<file path="config.mk">
export PLATFORM = sky130hd
export DESIGN_NAME = clsf_window_sched
export DESIGN_NICKNAME = d
export VERILOG_FILES = /design/src/rtl/clsf_window_sched_pkg.sv /design/src/rtl/clsf_tag_pipe.sv /design/src/rtl/clsf_window_sched.sv
export SDC_FILE = /design/constraint.sdc
export NUM_CORES = 1
export LEC_CHECK = 0
export BUFFER_PORTS_ARGS = -buffer_cell sky130_fd_sc_hd__buf_2
export CORE_MARGIN = 4
export CORE_UTILIZATION = 57
export CTS_CLUSTER_DIAMETER = 120
export CTS_CLUSTER_SIZE = 28
export DETAILED_ROUTE_END_ITERATION = 6
export PLACE_DENSITY = 0.84
export SLEW_MARGIN = 20
export SYNTH_ARGS = -nofsm -noshare
export SYNTH_HDL_FRONTEND = slang
export SYNTH_SLANG_ARGS = --single-unit
export TNS_END_PERCENT = 50
</file>
<file path="constraint.sdc">
create_clock -name clk -period 3.2 [get_ports clk]
set_clock_uncertainty 0.2 [all_clocks]
set_input_delay 0.64 -clock clk [delete_from_list [all_inputs] [get_ports clk]]
set_output_delay 0.64 -clock clk [all_outputs]
set_load 0.02 [all_outputs]
</file>
<file path="src/rtl/clsf_window_sched_pkg.sv">
// Shared geometry, state encoding and tag layout for the sliding-window scheduler.
package clsf_window_sched_pkg;

    localparam int LINE_PIXELS    = 184;
    localparam int MOVE_STEP      = 2;
    localparam int BEATS_PER_LINE = LINE_PIXELS / MOVE_STEP;   // 92
    localparam int WIN_COLS       = 12;
    localparam int WIN_ROWS       = 24;
    localparam int FRAME_LINES    = 36;
    localparam int TREE_LAT       = 4;

    // Counter and coordinate widths
    localparam int COL_W = $clog2(BEATS_PER_LINE);   // 7
    localparam int ROW_W = $clog2(FRAME_LINES);      // 6
    localparam int X_W   = COL_W;
    localparam int Y_W   = ROW_W;
    localparam int CNT_W = 11;

    // Sized compare constants so counter comparisons stay width-matched
    localparam logic [COL_W-1:0] COL_LAST      = COL_W'(BEATS_PER_LINE - 1);
    localparam logic [COL_W-1:0] COL_WIN_FIRST = COL_W'(WIN_COLS - 1);
    localparam logic [ROW_W-1:0] ROW_LAST      = ROW_W'(FRAME_LINES - 1);
    localparam logic [ROW_W-1:0] ROW_FILL_LAST = ROW_W'(WIN_ROWS - 2);
    localparam logic [ROW_W-1:0] ROW_WIN_FIRST = ROW_W'(WIN_ROWS - 1);
    localparam logic [CNT_W-1:0] WIN_COUNT_MAX = '1;

    typedef enum logic [1:0] {
        IDLE = 2'd0,
        FILL = 2'd1,
        SCAN = 2'd2,
        DONE = 2'd3
    } state_t;

    // Window coordinates carried alongside each tree data-valid
    typedef struct packed {
        logic [X_W-1:0] x;
        logic [Y_W-1:0] y;
    } win_tag_t;

endpackage

</file>
<file path="src/rtl/clsf_tag_pipe.sv">
// Fixed-depth valid+tag delay line; flush drops every valid bit (including the
// one being shifted in) on the same edge, while tags simply keep shifting.
module clsf_tag_pipe #(
    parameter int DEPTH = 4,
    parameter int WIDTH = 13
) (
    input  logic             clk,
    input  logic             rst,
    input  logic             flush,
    input  logic             in_valid,
    input  logic [WIDTH-1:0] in_tag,
    output logic             out_valid,
    output logic [WIDTH-1:0] out_tag
);

    logic [DEPTH-1:0] vld_q;
    logic [WIDTH-1:0] tag_q [DEPTH];

    // Shift valid and tag one stage per cycle; flush clears all valids
    always_ff @(posedge clk) begin
        if (rst) begin
            vld_q <= '0;
            // NOTE: the tag stages are few and narrow, so they are reset too;
            // this keeps res_x/res_y at 0 out of reset instead of X.
            for (int i = 0; i < DEPTH; i++) begin
                tag_q[i] <= '0;
            end
        end else begin
            // NOTE: non-blocking assignments let each stage take its neighbour's
            // old value, so the loop direction has no effect on the result.
            for (int i = DEPTH - 1; i > 0; i--) begin
                vld_q[i] <= vld_q[i-1] & ~flush;
                tag_q[i] <= tag_q[i-1];
            end
            vld_q[0] <= in_valid & ~flush;
            tag_q[0] <= in_tag;
        end
    end

    assign out_valid = vld_q[DEPTH-1];
    assign out_tag   = tag_q[DEPTH-1];

endmodule

</file>
<file path="src/rtl/clsf_window_sched.sv">
// Sliding-window scheduler: tracks beat position, issues tree data-valid for
// complete windows, tags classifier results with window coordinates and
// reports frame start/done/abort events.
module clsf_window_sched
    import clsf_window_sched_pkg::*;
(
    input  logic        clk,
    input  logic        rst,
    input  logic        frame_start,
    input  logic        pix_valid,
    output logic        tree_valid,
    input  logic [3:0]  clsf_in,
    output logic        res_valid,
    output logic [3:0]  res_class,
    output logic [6:0]  res_x,
    output logic [5:0]  res_y,
    output logic        busy,
    output logic        frame_done,
    output logic        frame_abort,
    output logic [10:0] win_count
);

    state_t           state;
    logic [COL_W-1:0] col_cnt;
    logic [ROW_W-1:0] row_cnt;
    win_tag_t         tree_tag;
    win_tag_t         res_tag;

    logic in_frame;
    logic col_last;
    logic row_last;
    logic fill_last;
    logic win_ok;
    logic abort;

    assign in_frame  = (state == FILL) || (state == SCAN);
    assign col_last  = (col_cnt == COL_LAST);
    assign row_last  = (row_cnt == ROW_LAST);
    assign fill_last = (row_cnt == ROW_FILL_LAST);
    assign win_ok    = (state == SCAN) && (col_cnt >= COL_WIN_FIRST);
    assign abort     = frame_start && in_frame;
    assign busy      = (state != IDLE);

    // Frame FSM, beat position counters, tree strobe/tag and event pulses
    always_ff @(posedge clk) begin
        if (rst) begin
            state       <= IDLE;
            col_cnt     <= '0;
            row_cnt     <= '0;
            tree_valid  <= 1'b0;
            tree_tag    <= '0;
            win_count   <= '0;
            frame_done  <= 1'b0;
            frame_abort <= 1'b0;
        end else begin
            tree_valid  <= 1'b0;
            frame_done  <= 1'b0;
            frame_abort <= 1'b0;
            if (frame_start) begin
                // A start beat is col 0, row 0 and never completes a window
                state       <= FILL;
                col_cnt     <= pix_valid ? COL_W'(1) : '0;
                row_cnt     <= '0;
                win_count   <= '0;
                frame_abort <= in_frame;
            end else begin
                case (state)
                    FILL, SCAN: begin
                        if (pix_valid) begin
                            col_cnt <= col_last ? '0 : col_cnt + 1'b1;
                            if (col_last) begin
                                row_cnt <= row_last ? '0 : row_cnt + 1'b1;
                            end
                            if (win_ok) begin
                                tree_valid <= 1'b1;
                                tree_tag.x <= col_cnt - COL_WIN_FIRST;
                                tree_tag.y <= row_cnt - ROW_WIN_FIRST;
                                if (win_count != WIN_COUNT_MAX) begin
                                    win_count <= win_count + 1'b1;
                                end
                            end
                            if (state == FILL && col_last && fill_last) begin
                                state <= SCAN;
                            end
                            if (state == SCAN && col_last && row_last) begin
                                state      <= DONE;
                                frame_done <= 1'b1;
                            end
                        end
                    end
                    DONE:    state <= IDLE;
                    default: state <= IDLE;
                endcase
            end
        end
    end

    // Delay the window tag by the classifier tree latency
    clsf_tag_pipe #(
        .DEPTH (TREE_LAT),
        .WIDTH ($bits(win_tag_t))
    ) u_tag_pipe (
        .clk       (clk),
        .rst       (rst),
        .flush     (abort),
        .in_valid  (tree_valid),
        .in_tag    (tree_tag),
        .out_valid (res_valid),
        .out_tag   (res_tag)
    );

    assign res_x = res_tag.x;
    assign res_y = res_tag.y;

    // Capture the classifier result while its tag is presented; hold otherwise
    always_ff @(posedge clk) begin
        if (rst) begin
            res_class <= '0;
        end else if (res_valid) begin
            res_class <= clsf_in;
        end
    end

endmodule
</file>
==> summary.txt <==
Run status
  – Status: finished clean

Floorplan
  – Ports: 41
  – Die outline height: approximately 88 microns
  – Row count: 28
  – Core ar.: just over 6000 sq um
  – Die X: between 80 and 90 microns
  – Initial core utilization: about 60%
  – Die area: between 7000 and 8000 sq um

Drt
  – Via count: around 2500
  – Per-cell routed wire length: approximately 13 microns
  – 1st-iter DRT viols: 93
  – Antenna viol nets, final: 0
  – 1st-pass router iterations: 4
  – DRC Markers: 0
  – Via density: roughly 5.3
  – Routed wire length: ~5900 microns

Job
  – Max_cap viols: 0

Critical path
  – Worst stage delay on the critical path: a little under 0.6 ns
  – R2r startpoint: state[1]
  – Crit-path cells: inv_1, ha_1, nand3_1, or3_1, or4_1, a21oi_1
  – Reg-to-reg setup timing slack: around 0.61 ns
  – Worst Path Max Fanout: 16
  – Worst setup EP type: register
  – Critical-path top delay cell: or3_1
  – Worst Reg-to-Reg Cells: 6
  – WS Path Type: register to register
  – Critical Path RT: 3.29 ns
  – FF-to-FF End: win_count[8]
  – Crit start category: register
  – CP arrival: about 2.7 ns

Synthesis
  – Synth Net Count: between 300 and 400
  – Top cells by area, synth: dfxtp_1, nor2b_1, mux2i_1
  – Top FF cell, synth: dfxtp_1
  – Yosys warning total: 0
  – Cells after Synth: between 300 and 400
  – Netlist cell types: 40
  – Syn_area_per_cell: ~10 sq um
  – Biggest area consumer among synthesized cells: dfxtp_1
  – Mapped cell area: approximately 3600 sq um
  – Sequential share of the synthesized area: 56.1%
  – Post-synth EDFFs: 0
  – #FFs+latches synth: between 100 and 150
  – Share of flip-flops with an asynchronous set or reset: 0%
  – Top-area cell type share of the netlist area: 56.1%

Clock tree
  – CTS tree: yes
  – H-tree lvl count: 3
  – Postcts setup bufs: 0
  – Hold buffers post-CTS: 0
  – Clock root buffer: clkbuf_8
  – Max Buffers Root-to-Sink: 2
  – Clock tree sinks: approximately 100
  – Clock Latency Late Sink: around 0.36 ns
  – Resize count post-CTS: 0
  – Num CTS Buffers: 9
  – CTS clk-pin slew, worst paths: ~0.10 ns

Hold path
  – Hold_sp: u_tag_pipe.tag_q[0][4]
  – Hold EP: u_tag_pipe.tag_q[1][4]
  – Worst min path class: register to register
  – WHS Path Cells: 1

Placement
  – IO buf count: 40
  – Placed wire-length estimate: 4080 microns
  – Final GP Congestion: roughly 0.85
  – Area post-placement: 3850 sq um

Power
  – Peak supply drop: ~360 uV
  – Sw frac: 23.5%
  – Static leakage: about 1.7 nW
  – Power density over the cells: 512 nW/um^2
  – Net Sw Power: a little under 0.5 mW
  – Int Power: approximately 1.6 mW
  – Sequential cell fraction of total power: 61.6%
  – Combinational power share: under 10%
  – Clk pwr share: 36.4%

STA
  – Setup TNS: 0 ns
  – RSZ-0062 raised after global routing: false
  – Max-slew violations: 0
  – Slew @ Worst Pin: 0.818 ns
  – Fin crit share: between 80 and 90%
  – Slew HR: between 40 and 50%
  – Final Hold Viols: 0
  – Hold WS: around 0.24 ns
  – Final setup viols: 0
  – Max Freq: about 390 MHz
  – Min Tclk post-route: 2.59 ns

Cells and area
  – Commonest non-fill, non-tap cells in the layout: dfxtp_1, nor2b_1, buf_2
  – Area added between synthesis and finish: 11.0%
  – Antenna Cells: 0
  – Most common cell after layout, fill and taps aside: dfxtp_1
  – Final nets: 406
  – Post-route cell area: 4040 sq um
  – Layout cell share with drive strength beyond 1: approximately 17%

Global route
  – Antenna violations before repair: 0
  – GRT overflow: 0
  – Largest net degree at the start of global routing: 72
  – Number of global-route vias before repair: ~2300
  – GRT Total Usage: between 15 and 20%
  – Global-route wire length before repair: ~10000 microns
## metrics by stage
step | total power, mW | std cells | worst slack, ns | utilization [%]
6_report | 2.07 | 471 | 0.606 | 66.6
5_1_grt | 2.15 | 471 | 0.445 | 66.6
4_1_cts | 2.09 | 471 | 0.635 | 66.6
3_5_place_dp | 1.34 | 455 | 0.646 | 63.5
3_3_place_gp | 1.34 | 455 | 0.792 | 63.5
2_1_floorplan | 1.33 | 359 | 0.958 | -
## sequential cells by signal, summed over array words and instances (netlist names)
signal	count
col_cnt	7
frame_abort	1
frame_done	1
res_class	4
row_cnt	6
state	2
tree_tag	13
tree_valid	1
u_tag_pipe.tag_q	52
u_tag_pipe.vld_q	4
win_count	11
## final cells by class
cell class / count / area [sq um]
fill: 516 / 2020
sequential: 102 / 2040
clock inverter: 7 / 67.6
timing repair buffer: 43 / 223
multi-input combinational: 228 / 1460
clock buffer: 9 / 124
inverter: 7 / 26.3
tap: 75 / 93.8
## Yosys cell counts, types with 4 or more instances
library cell / count
a21oi_1: 15
nor2b_1: 52
xor2_1: 12
mux2i_1: 13
clkbuf_1: 12
buf_2: 5
nand4_1: 5
ha_1: 7
nand2_1: 18
inv_1: 7
nor2_1: 32
and2_1: 4
a2bb2oi_1: 4
dfxtp_1: 102
or3_1: 9
nand3_1: 8
nor3_1: 5
xnor2_1: 7
o21ai_0: 10
## critical path: cells and delay by family, from the launching register on
| kind | cells | cell delay [ns] |
|---|---|---|
| and+or+nand+nor | 3 | 1.23 |
| buffers and inverters | 1 | 0.08 |
| DFF | 1 | 0.39 |
| AOI/OAI and AO/OA | 1 | 0.16 |
| adders and majority gates | 1 | 0.45 |
## cells by family after synthesis
logic type	Yosys count	share of synthesized area [%]
fa+ha+maj	7	2.41
mux	15	4.20
compound gates	38	6.43
buf+inv	29	3.78
xor+xnor	19	4.58
simple gates	149	22.5
flops	102	56.1
## metal layers
metal  global-route usage, %  up-vias  routed length, microns  share of wire (%)
li1                        -     1255                       -                  -
met1                    20.0     1152                    2660                 45
met2                    29.9       66                    2850                 48
met3                    4.52       13                     322                5.4
met4                    7.25        0                     119                2.0
met5                       0        -                       0                  0
## power by group through the flow
stage	logic [mW]	registers (mW)	clock network, mW
5_1_grt	0.0476	1.27	0.824
6_report	0.0424	1.27	0.752
2_1_floorplan	0.0280	1.30	0
3_3_place_gp	0.0418	1.30	0
4_1_cts	0.0428	1.27	0.775
3_5_place_dp	0.0424	1.30	0
## worst max path at each step
stage                     from           end  slack (ns)  cells after the start
CTS                 col_cnt[0]  win_count[8]        0.64                      6
global placement    col_cnt[0]  win_count[8]        0.79                      6
detailed placement  col_cnt[0]  win_count[8]        0.65                      6
floorplan           col_cnt[0]  win_count[9]        0.96                      8
global route          state[1]  win_count[8]        0.45                      6
finish                state[1]  win_count[8]        0.61                      6
(Power assumes the default switching activity.)
